<file path="config.mk">
export PLATFORM = sky130hd
export DESIGN_NAME = lfsr_pad_encrypt
export DESIGN_NICKNAME = d
export VERILOG_FILES = /design/src/rtl/lfsr_pad_encrypt.sv
export SDC_FILE = /design/constraint.sdc
export NUM_CORES = 1
export LEC_CHECK = 0
export CORE_ASPECT_RATIO = 1.1
export CORE_UTILIZATION = 55
export CTS_CLUSTER_DIAMETER = 60
export CTS_CLUSTER_SIZE = 20
export DETAILED_ROUTE_END_ITERATION = 6
export PLACE_DENSITY = 0.78
export SYNTH_ARGS = -nofsm -noshare
export SYNTH_HDL_FRONTEND = slang
export SYNTH_SLANG_ARGS = --single-unit
export TNS_END_PERCENT = 30
</file>
<file path="constraint.sdc">
create_clock -name Clk -period 3.2 [get_ports Clk]
set_input_delay 0.32 -clock Clk [delete_from_list [all_inputs] [get_ports Clk]]
set_output_delay 0.32 -clock Clk [all_outputs]
set_load 0.03 [all_outputs]
</file>
<file path="src/rtl/lfsr_pad_encrypt.sv">
// Pad-and-whiten encryptor: reads plaintext plus three config bytes, left-pads with spaces,
// XORs each byte with a 7-bit LFSR keystream, adds even parity and writes 64 ciphertext bytes.
module lfsr_pad_encrypt #(
  parameter int unsigned MSG_BASE = 0,
  parameter int unsigned CFG_BASE = 61,
  parameter int unsigned OUT_BASE = 64,
  parameter int unsigned OUT_LEN  = 64,
  parameter int unsigned MSG_SPAN = 61
) (
  input  logic       Clk,
  input  logic       Reset,
  input  logic       Start,
  output logic       Ack,
  output logic [7:0] MemAddr,
  output logic       MemWrEn,
  output logic [7:0] MemWrData,
  input  logic [7:0] MemRdData
);

  localparam int unsigned AW = 8;
  localparam int unsigned LW = 7;
  localparam logic [AW-1:0] LAST_IDX = AW'(OUT_LEN - 1);

  typedef enum logic [2:0] {IDLE, C0, C1, C2, C3, RD, WR, DONE} state_t;

  state_t        state;
  logic          start_q;
  logic [3:0]    pre;
  logic [LW-1:0] taps;
  logic [LW-1:0] lfsr;
  logic [AW-1:0] idx;

  logic [AW-1:0] j_c;
  logic [LW-1:0] diff_c;
  logic [LW-1:0] ct_c;
  logic          is_pad_c;
  logic          unused_c;

  // Plaintext address for output index i; pad indices produce a harmless don't-care address.
  function automatic logic [AW-1:0] msg_addr(input logic [AW-1:0] i, input logic [3:0] p);
    logic [AW-1:0] j;
    j = i - AW'(p);
    return AW'(MSG_BASE) + AW'(j[5:0]);
  endfunction

  // Read data arrives during WR, so the ciphertext byte is formed combinationally there.
  always_comb begin
    j_c       = idx - AW'(pre);
    diff_c    = MemRdData[LW-1:0] - LW'(8'h20);
    is_pad_c  = (idx < AW'(pre)) || (32'(j_c) >= MSG_SPAN);
    ct_c      = (is_pad_c ? '0 : diff_c) ^ lfsr;
    MemWrData = (state == WR) ? {^ct_c, ct_c} : '0;
    unused_c  = MemRdData[7];
  end

  always_ff @(posedge Clk) begin
    if (!Reset) begin
      state   <= IDLE;
      start_q <= 1'b0;
      Ack     <= 1'b0;
      MemWrEn <= 1'b0;
      MemAddr <= '0;
      pre     <= '0;
      taps    <= '0;
      lfsr    <= '0;
      idx     <= '0;
    end else begin
      start_q <= Start;
      case (state)
        IDLE: begin
          if (!Start && start_q) begin
            state   <= C0;
            MemAddr <= AW'(CFG_BASE);
          end
        end
        C0: begin
          state   <= C1;
          MemAddr <= AW'(CFG_BASE + 1);
        end
        C1: begin
          state   <= C2;
          MemAddr <= AW'(CFG_BASE + 2);
          pre     <= MemRdData[3:0];
        end
        C2: begin
          state <= C3;
          taps  <= MemRdData[LW-1:0];
        end
        C3: begin
          state   <= RD;
          lfsr    <= MemRdData[LW-1:0];
          idx     <= '0;
          MemAddr <= msg_addr('0, pre);
        end
        RD: begin
          state   <= WR;
          MemWrEn <= 1'b1;
          MemAddr <= AW'(OUT_BASE) + idx;
        end
        WR: begin
          MemWrEn <= 1'b0;
          lfsr    <= {lfsr[LW-2:0], ^(lfsr & taps)};
          idx     <= idx + AW'(1);
          if (idx == LAST_IDX) begin
            state <= DONE;
            Ack   <= 1'b1;
          end else begin
            state   <= RD;
            MemAddr <= msg_addr(idx + AW'(1), pre);
          end
        end
        DONE: begin
          if (Start) begin
            state <= IDLE;
            Ack   <= 1'b0;
          end
        end
        default: state <= IDLE;
      endcase
    end
  end

endmodule

</file>
; After elaboration in Yosys (flattened, before gate mapping)
; Index checks and enable logic that the tools add are counted.
[totals]
word_cells = 59
out_inout_bits = 18
ff_bits = 40
inputBits = 11
[op_classes]
bitwise_logic = 2
mux = 15
eq_ne = 12
n_lt_le_gt_ge = 2
n_reduce_logical = 13
add_sub_neg = 6
[ops]
columns = cell, n
row1 = case mux 8 bit (6 select lines), 1
row2 = 2-to-1 mux 8 bit, 3
row3 = case mux 3 bit (8 select lines), 1
row4 = case mux 8 bit (2 select lines), 1
row5 = case mux 7 bit (2 select lines), 1
row6 = XOR reduction 7 bit, 2
row7 = equality test 3 bit (second input constant), 4
row8 = adder 7 x 8 -> 8 bit (first input constant), 1
row9 = adder 8 x 1 -> 8 bit (second input constant), 1
row10 = equality test 8 x 6 -> 1 bit (second input constant), 1
row11 = >= comparator 8 x 6 -> 1 bit (second input constant), 1
row12 = < comparator 8 x 4 -> 1 bit, 1
row13 = subtractor 8 x 4 -> 8 bit, 1
row14 = AND 7 bit, 1
row15 = 2-to-1 mux 7 bit, 1
row16 = subtractor 7 x 6 -> 7 bit (second input constant), 1
row17 = bitwise XOR 7 bit, 1
row18 = equality test 3 x 2 -> 1 bit (second input constant), 2
row19 = 2-to-1 mux 3 bit, 2
row20 = != test 2 bit (second input constant), 3
row21 = AND reduction 3 bit, 2
row22 = nonzero test 2 bit, 3
row23 = nonzero test 6 bit, 1
row24 = subtractor 6 x 4 -> 6 bit, 1
row25 = 11 further kinds, 13

; Depth between registers and ports, before layout
[depth]
ltp_word = 7
ltp_mapped = 10
depth_no_buf = 9

; Worst setup path after synthesis
; No wires, ideal clock.
[synth_path]
kind = flip-flop to output port
from = register idx[0]
to = output port MemWrData[7]
arrival_ns = 2.949
stages_incl_launch_ff = 9
path_buffers = 0
slack_ns = -0.069
cell_sequence = dfxtp_1 inv_1 ha_1 fa_1 and2_1 nor3b_1 o211a_1 o211a_1 o41ai_1
[synth_between]
elab_chain_len = 7
elab_cells_between_ends = 8
[synth_lines]
columns = item, line
row1 = start: declaration, 31  ; logic [AW-1:0] idx;
row2 = start signal: assignment, 103  ; idx <= idx + AW'(1);
row3 = subtractor 8 x 4 -> 8 bit, 48  ; j_c = idx - AW'(pre);
row4 = >= comparator 8 x 6 -> 1 bit, 50  ; is_pad_c = (idx < AW'(pre)) || (32'(j_c) >= MSG_SPAN);
row5 = logical OR 1 bit (*), 50
row6 = 2-to-1 mux 7 bit (*), 51  ; ct_c = (is_pad_c ? '0 : diff_c) ^ lfsr;
row7 = bitwise XOR 7 bit (*), 51
row8 = XOR reduction 7 bit (*), 52  ; MemWrData = (state == WR) ? {^ct_c, ct_c} : '0;
row9 = 2-to-1 mux 8 bit (*), 52
row10 = end: declaration, 16  ; output logic [7:0] MemWrData,
; Every way passes the cells marked *; elsewhere a longest branch is shown, timed or not.

; Worst setup path after layout
[layout_path]
from = register idx[0]
to = output port MemWrData[6]
[layout_between]
elab_chain_len = 6
elab_cells_between_ends = 7
[layout_lines]
columns = item, line
row1 = subtractor 8 x 4 -> 8 bit, 48
row2 = >= comparator 8 x 6 -> 1 bit, 50
row3 = logical OR 1 bit (*), 50
row4 = 2-to-1 mux 7 bit (*), 51
row5 = bitwise XOR 7 bit (*), 51
row6 = 2-to-1 mux 8 bit (*), 52
; Marks and branches as above.

==> impl_metrics.env <==
export IMPL_cts_sinks=40
export IMPL_tightest_slew_ns=0.741
export IMPL_synth_cell_type_count=51
export IMPL_grt_setup_unrepaired="yes"
export IMPL_grt_remaining_overflow=0
export IMPL_whs_ns=0.456
export IMPL_die_height_um=74.7
export IMPL_gp_congestion=0.919
export IMPL_synth_ff_type="dfxtp_1"
export IMPL_vias_per_cell=5.99
export IMPL_htree_levels=2
export IMPL_cp_data_required_time_ns=2.88
export IMPL_synthArstFlopShare_pct=0
export IMPL_crit_arrival_ns=2.87
export IMPL_die_x_um=68.1
export IMPL_grt_antenna_before_repair=0
export IMPL_syn_area_mm2=0.00264
export IMPL_grt_start_max_net_pins=33
export IMPL_cts_tree="built"
export IMPL_tns_ns=0
export IMPL_skew_ns=0.0108
export IMPL_ant_nets=0
export IMPL_numCtsBuffers=5
export IMPL_antenna_cells=0
export IMPL_final_util_pct=68.8
export IMPL_max_cap_violations=0
export IMPL_relSlewSlack_pct=50.2
export IMPL_max_freq_ghz=0.313
export IMPL_syn_inst=330
export IMPL_final_nets=391
export IMPL_synth_edf_count=0
export IMPL_post_drt_wl_per_cell_um=15.7
export IMPL_cts_max_path_buffers=2
export IMPL_status="finished, final reports clean"
export IMPL_ys_seq_area_share_pct=30.3
export IMPL_period_minus_slack_ns=3.19
export IMPL_grt_pass1_wl_mm=10.9
export IMPL_p_leak_uw=0.00131
export IMPL_root_buffer="clkbuf_8"
export IMPL_drtIter0Drc=238
export IMPL_vias=2538
export IMPL_first_global_vias=2311
export IMPL_first_pass_iters=4
export IMPL_drc=0
export IMPL_core_area_mm2=0.00462
export IMPL_finalSetupViolCount=0
export IMPL_ir_worst_vdd_mv=0.309
export IMPL_fp_row_count=26
export IMPL_port_buffers=27
export IMPL_holdCritPathClass="reg -> reg"
export IMPL_worstSkewPairLatency_ns=0.31
export IMPL_die_area_mm2=0.00509
export IMPL_power_uw=1220
export IMPL_yosysWarnings=0
export IMPL_track_usage_pct=28.7
export IMPL_end_kind="output port"
export IMPL_final_layout_size_suffix_gt1_share_pct=13.3
export IMPL_synth_nets=354
export IMPL_cp_max_fo=6
export IMPL_worst_setup_path_type="reg -> out"
export IMPL_p_per_area_mw_per_mm2=383
export IMPL_pin_count=29
export IMPL_finalCritPeriodShare_pct=99.8
export IMPL_final_hold_violation_count=0
export IMPL_final_max_slew_violation_count=0
export IMPL_synth_seq_cells=40
export IMPL_post_cts_buffers=0
export IMPL_cp_start_kind="flop"
export IMPL_routed_wirelength_mm=6.66
export IMPL_initial_core_util_pct=57.2
export IMPL_syn_to_final_growth_pct=20.3
export IMPL_hpwl_mm=4.75
export IMPL_syn_avg_cell_area_um2=8.01
export IMPL_clk_pin_slew_ns=0.10
## report_power, final
part,total [µW],switching (µW),leakage (µW),internal [µW]
Sequential,525,11.0,0.000324,514
Clock,447,212,0.0000548,235
Combinational,246,144,0.000930,102
## cells in the mapped netlist (all sizes together), types with 2 or more instances
cell | instances | area (µm²)
o31ai | 4 | 30.0
nand2 | 29 | 109
a41o | 5 | 50.1
a31oi | 9 | 56.3
and2 | 2 | 12.5
ha | 11 | 138
and3 | 2 | 13.8
a211oi | 9 | 67.6
nor3 | 4 | 20.0
dfxtp | 40 | 801
xnor2 | 18 | 158
xor2 | 8 | 70.1
inv | 17 | 63.8
nand2b | 4 | 25.0
buf | 6 | 40.0
o21ai | 12 | 60.1
o211a | 4 | 40.0
nor2b | 3 | 18.8
or2 | 3 | 21.3
mux2i | 15 | 150
clkbuf | 11 | 41.3
fa | 2 | 40.0
or4 | 2 | 15.0
a22oi | 3 | 22.5
nor2 | 46 | 173
nand3 | 8 | 40.0
o211ai | 5 | 42.5
nor3b | 3 | 22.5
a21oi | 28 | 140
## path summary, 6_finish.rpt
check | start | to | slack, ns | cells past startpoint
worst min register to register | MemWrEn$_SDFFE_PN0P_ | MemWrEn$_SDFFE_PN0P_ | 0.46 | 2
worst min-delay path | MemWrEn$_SDFFE_PN0P_ | MemWrEn$_SDFFE_PN0P_ | 0.46 | 2
worst max-delay path | idx[0]$_SDFFE_PN0P_ | MemWrData[6] | 0.006 | 10
worst max register to register | idx[0]$_SDFFE_PN0P_ | MemAddr[3]$_SDFFE_PN0P_ | 0.89 | 9
## state kept, by name, indices dropped and copies added (netlist names)
register	count
MemWrEn	1
start_q	1
pre	4
state	3
taps	7
idx	8
lfsr	7
MemAddr	8
Ack	1
## repair_timing
action                     4_1_cts  5_1_grt
cloned                           0        0
hold buffers                     0        0
setup endpoints to repair        7        7
pin swaps                        1        1
resized for setup               16        3
## final cells by class
cell class	instances	area, µm²
clock buffers	5	68.8
well taps	56	70.1
fillers	415	1440
inverters	17	63.8
repair buffers	47	407
multi-input cells	256	1720
flip-flops and latches	40	801
clock inverters	3	46.3
## cell usage in the layout (no fill, tap or decap), types with 5 or more instances in the layout
cell | synthesis | final
nor2_1 | 46 | 46
xor2_1 | 8 | 8
dfxtp_1 | 40 | 40
ha_1 | 11 | 11
clkbuf_8 | 0 | 5
a21oi_1 | 28 | 26
mux2i_1 | 15 | 15
nand3_1 | 8 | 8
a31oi_1 | 9 | 9
clkdlybuf4s50_1 | 0 | 19
inv_1 | 17 | 17
nand2_1 | 29 | 29
xnor2_1 | 18 | 18
a211oi_1 | 9 | 9
buf_4 | 0 | 23
o21ai_0 | 12 | 12
a41o_1 | 5 | 5
## cell families (layout without fill, tap and decap cells)
family	count (synthesis)	count (layout)	synth area share [%]
AND/OR/NAND/NOR	109	109	18.6
AO/OA/AOI/OAI	93	93	24.6
flip-flops	40	40	30.3
buffers and inverters	34	72	5.49
XOR/XNOR	26	26	8.62
multiplexers	15	15	5.68
adder cells (fa/ha/maj)	13	13	6.72
## through the flow
| stage | setup slack, ns | cell area [µm²] | instances |
|---|---|---|---|
| 2_1_floorplan | 0.0387 | 2650 | 330 |
| 3_3_place_gp | 0.0490 | 3050 | 416 |
| 3_5_place_dp | 0.0178 | 3050 | 416 |
| 4_1_cts | 0.00284 | 3180 | 424 |
| 5_1_grt | -0.0871 | 3180 | 424 |
| 6_report | 0.00609 | 3180 | 424 |
## worst max-delay path, cell delays in order, from the launching register on
cell     delay, ns
dfxtp_1       0.33
inv_1         0.04
ha_1          0.20
fa_2          0.35
and2_1        0.18
nor3b_1       0.13
o211a_1       0.23
o211a_4       0.26
or4_1         0.50
a21oi_1       0.15
buf_4         0.18
## metal layers
| metal | vias to the layer above | track usage [%] | share of wire [%] |
|---|---|---|---|
| met3 | 31 | 5.30 | 4.6 |
| met4 | 0 | 19.2 | 5.7 |
| li1 | 1244 | - | - |
| met2 | 75 | 47.5 | 47 |
| met5 | - | 0 | 0 |
| met1 | 1188 | 33.2 | 42 |
No activity file was read; power rests on OpenSTA's default activity.
==> RTL edit 1 (same settings) <==
The 8 states of `state_t` get a one-hot encoding in 8 bits.
--- a/src/rtl/lfsr_pad_encrypt.sv
+++ b/src/rtl/lfsr_pad_encrypt.sv
@@ -21,7 +21,7 @@
   localparam int unsigned LW = 7;
   localparam logic [AW-1:0] LAST_IDX = AW'(OUT_LEN - 1);
 
-  typedef enum logic [2:0] {IDLE, C0, C1, C2, C3, RD, WR, DONE} state_t;
+  typedef enum logic [7:0] {IDLE = 8'b00000001, C0 = 8'b00000010, C1 = 8'b00000100, C2 = 8'b00001000, C3 = 8'b00010000, RD = 8'b00100000, WR = 8'b01000000, DONE = 8'b10000000} state_t;
 
   state_t        state;
   logic          start_q;
Behaviour: no difference found for any inputs over 10 cycles, from zero or initial values and one cycle with Reset low; not proved beyond that.
==> RTL edit 1 against the original RTL <==
- routed wire length up 14%
- first-iteration DRC count down 24%
- synthesized area up 6.3%
- maximum frequency up 2.6%
- sequential cell count up 5
- final cell count up 3.3%
- setup slack better by 80 ps
- power up 12%
- die area up 6.2%
- final area up 7.1%
==> RTL edit 1: results (changes against the original RTL) <==
* Via count of the first global-routing pass at 2569 (+11%)
* Mux cell area share after synthesis at 0.401% (-5.3 points)
* Fill cells at 382 (-8.0%)
* Post-synthesis compound-gate area fraction at 22.3% (-2.3 points)
* Adder-Cell Fraction of Synth Area at 6.32% (-0.40 points)
* First-pass GRT wire length at 12100 µm (+11%)
* GPL Wtd Cong at 0.885 (-3.8%)
* Total iterations of the first detailed-routing run at 5 (+1)
* Yosys cell types at 55 (+7.8%)
* H-tree Lvls at 2 (unchanged)
* DR WL/cell at 17.3 µm (+10%)
* Top post-synthesis cells by area: dfxtp_1 32%, a21oi_1 6.9%, xnor2_1 6.9%, nor2_1 5.3%, ha_1 4.9%
* Largest regs: MemAddr: 8 flops, idx: 8 flops, state: 8 flops
* Syn nets at 374 (+5.6%)
* Initial DRC count at 182 (-24%)
* XOR/XNOR share of the synthesized area at 9.35% (+0.73 points)
* EDFF count, synth at 0 (unchanged)
* Crit path max fanout at 16 (+10)
* Worst EP arrival at 2790 ps (-80 ps)
* DR vias at 2720 (+7.2%)
* GR Util All Layers at 28.1% (-0.57 points)
* Largest net degree at the start of global routing at 38 (+15%)
* Sequential share of the synthesized area at 32.1% (+1.8 points)
* Status: finished clean
* DPL Wire Length at 5070 µm (+6.6%)
* VDD IR max at 0.000278 V (-10%)
* Commonest cells post-synth: 45 x dfxtp_1, 40 x nor2_1, 39 x a21oi_1
* Layout cells sized above 1 at 15.4% (+2.1 points)
* Worst slack, placed at 193 ps (+175 ps)
RTL edit 1: changes by cell type in the layout (fill, tap and decap cells not counted), moves of 7 or more:
| cell | change |
|---|---|
| buf_4 | -11 |
| a21oi_1 | +7 |
| buf_6 | +7 |
| mux2i_1 | -15 |
| a211oi_1 | -7 |
| a31oi_1 | -9 |
| nor2_1 | -8 |
| a22oi_1 | +7 |
RTL edit 1: cell type report:
class | instances | area [µm²] | share of cell area [%]
inverters | 17 | 63.8 | 1.87
clock buffers | 5 | 68.8 | 2.02
repair buffers | 38 | 359 | 10.5
clock inverters | 3 | 65.1 | 1.91
well taps | 56 | 70.1 | 2.06
flip-flops and latches | 45 | 908 | 26.7
multi-input cells | 274 | 1870 | 54.9
RTL edit 1: final timing paths:
path / startpoint / to / slack [ps] / depth (start not counted)
hold reg to reg: taps[6] / taps[6] / 460 / 2
hold / removal: taps[6] / taps[6] / 460 / 2
setup / recovery: pre[2] / MemWrData[7] / 90 / 9
setup reg to reg: idx[1] / MemAddr[5] / 630 / 10
RTL edit 1: kinds of logic after synthesis:
logic type                 count (synthesis)
and+or+nand+nor                          137
adders and majority gates                 13
xor gates and xnor gates                  30
DFF                                       45
AOI/OAI and AO/OA                         93
buffers and inverters                     31
muxes                                      1
RTL edit 1: layer usage:
metal / global-route usage (%) / share of wire [%] / up-vias
met4: 13.2 / 2.3 / 0
met2: 47.2 / 49 / 97
met5: 0 / 0 / -
met1: 35.0 / 43 / 1290
li1: - / - / 1319
met3: 4.20 / 5.7 / 14
RTL edit 1: report_power, final:
group	leakage (nW)	internal [mW]	switching, mW
Combinational	0.797	0.0978	0.147
Clock	0.0681	0.310	0.210
Sequential	0.366	0.585	0.0158
RTL edit 1: critical path: stages (launching register included):
cell,delay (ps)
dfxtp_1,340
inv_1,80
ha_1,360
nor2_1,150
a21oi_2,80
a2111oi_4,410
xnor2_4,200
or4_4,560
a21oi_2,150
buf_6,140
RTL edit 1: through the flow:
step                power, mW  utilization (%)  instance area (µm²)  instances  hold slack [ps]
floorplan               0.765                -                 2810        350              391
global placement        0.843             65.4                 3130        428              439
detailed placement      0.849             65.4                 3130        428              445
CTS                      1.37             70.1                 3350        437              457
global route             1.42             71.2                 3400        438              475
finish                   1.37             71.2                 3400        438              456
RTL edit 1: repair_timing:
| action | CTS | global route |
|---|---|---|
| setup endpoints to repair | 8 | 8 |
| setup buffers | 1 | 1 |
| resized for setup | 16 | 15 |
| pin swaps | 3 | 8 |
| hold endpoints to repair | 0 | 0 |
==> RTL edit 2 (same settings) <==
Without the edit above. Set the parameter `OUT_LEN` to 48 (it was 64).
--- a/src/rtl/lfsr_pad_encrypt.sv
+++ b/src/rtl/lfsr_pad_encrypt.sv
@@ -4,7 +4,7 @@
   parameter int unsigned MSG_BASE = 0,
   parameter int unsigned CFG_BASE = 61,
   parameter int unsigned OUT_BASE = 64,
-  parameter int unsigned OUT_LEN  = 64,
+  parameter int unsigned OUT_LEN  = 48,
   parameter int unsigned MSG_SPAN = 61
 ) (
   input  logic       Clk,
Function: no difference found for any inputs over 10 cycles, from zero or initial values and one cycle with Reset low; that may be too few to reach the edited logic, so the function may still have changed.
==> RTL edit 2 against the original RTL <==
- synthesized area rose by 1.9%
- sequential cell count unchanged
- clock power fell by 6.7%
- power is 1.3% lower
- global-route usage is 3.5 points lower
- clock skew up 0.53 ps
- sequential share of layout area increased by 0.46 points
- setup slack better by 93 ps
- final area shrank 1.2%
- routed wire length is 2.1% lower
- largest power group unchanged
==> RTL edit 2: results (changes against the original RTL) <==
* Psw at 342 µW (-6.6%)
* Mux cell area share after synthesis at 1.86% (-3.8 points)
* WL final at 6520 µm (-2.1%)
* Fin area at 3140 µm² (-1.2%)
* Clock tree buffer depth at 2 (unchanged)
* Fill cells at 432 (+4.1%)
* Post-synthesis compound-gate area fraction at 23.4% (-1.2 points)
* Fraction of area in registers at 25.7% (+0.46 points)
* CP delay by family, top: adder cells
* Clock network fraction of total power at 34.7% (-2.0 points)
* Crit path max fanout at 8 (+2)
* Largest net degree at the start of global routing at 25 (-24%)
* Count of multi-input gates at 260 (+1.6%)
* Grt met1 use at 29.1% (-4.2 points)
* DR vias at 2460 (-3.1%)
* Non-clock inverters at 19 (+2)
* Yosys cell types at 50 (-2.0%)
* FF-to-FF Start: idx[0]
* Hold endpoint: Ack
* Routed length on met3 at 284 µm (-7.2%)
* Layout cells sized above 1 at 12.5% (-0.85 points)
* Layout Nets at 384 (-1.8%)
* Fraction of area in multi-input gates at 56.7% (+2.5 points)
* FF-to-FF setup slack at 730 ps (-160 ps)
* Top post-synthesis cells by area: dfxtp_1 30%, xnor2_1 7.5%, nand2_1 5.2%, ha_1 5.1%, o21ai_0 4.8%
* DPL Wire Length at 4420 µm (-7.0%)
* R2R depth at 10 (+1)
* Grt met2 use at 46.1% (-1.4 points)
* VDD IR max at 0.000227 V (-27%)
* GPL Wtd Cong at 0.913 (-0.63%)
* Buffers, non-clock at 34 (-28%)
* Commonest cells post-synth: 40 x dfxtp_1, 37 x nand2_1, 26 x o21ai_0
* Via count of the first global-routing pass at 2192 (-5.1%)
* Layout clock area frac at 3.55% (-0.076 points)
* Total iterations of the first detailed-routing run at 4 (unchanged)
* Met3 Use GR at 4.64% (-0.66 points)
* Syn nets at 361 (+2.0%)
* Status: finished clean
* Combinational Power at 258 µW (+5%)
* CP startpoint: pre[0]
* GR Util All Layers at 25.1% (-3.5 points)
* Placed Instances at 406 (-2.4%)
* Setup crit end: MemWrData[1]
* DR WL/cell at 15.6 µm (-0.46%)
* H-tree Lvls at 2 (unchanged)
* Slew @ Worst Pin at 812 ps (+71.0 ps)
* Initial DRC count at 172 (-28%)
* LEAKAGE at 1.23 nW (-6.2%)
* Die ar. at 5180 µm² (+1.9%)
* Worst flop-to-flop path endpoint: MemAddr[4]
* M1 WL at 2790 µm (-0.89%)
* Critical path's slowest cell: or3_2
* Non-clock buffer share of cell area at 9.64% (-3.2 points)
* First-pass GRT wire length at 9670 µm (-11%)
* CLK BUF at 5 (unchanged)
* Metal2 WL at 3250 µm (+3.0%)
* XOR/XNOR share of the synthesized area at 9.10% (+0.49 points)
* Adder-Cell Fraction of Synth Area at 6.60% (-0.13 points)
RTL edit 2: changes by cell type in the layout (fill, tap and decap cells not counted), sizes merged, moves of 6 or more:
| cell | unedited run | this run |
|---|---|---|
| a211oi | 9 | 1 |
| nor2 | 46 | 17 |
| nor2b | 3 | 19 |
| or3 | 0 | 10 |
| o21ai | 12 | 26 |
| nand2 | 29 | 37 |
| mux2i | 15 | 5 |
| o211a | 4 | 10 |
| buf | 23 | 15 |
| a31oi | 9 | 2 |
RTL edit 2: stage by stage:
stage / TNS [ps] / setup WS (ps) / hold slack [ps] / power, mW
6_report: 0 / 99.0 / 455 / 1.20
3_5_place_dp: 0 / 319 / 446 / 0.763
3_3_place_gp: 0 / 379 / 442 / 0.758
2_1_floorplan: 0 / 303 / 442 / 0.705
5_1_grt: -100 / -45.7 / 495 / 1.25
4_1_cts: 0 / 17.3 / 460 / 1.17
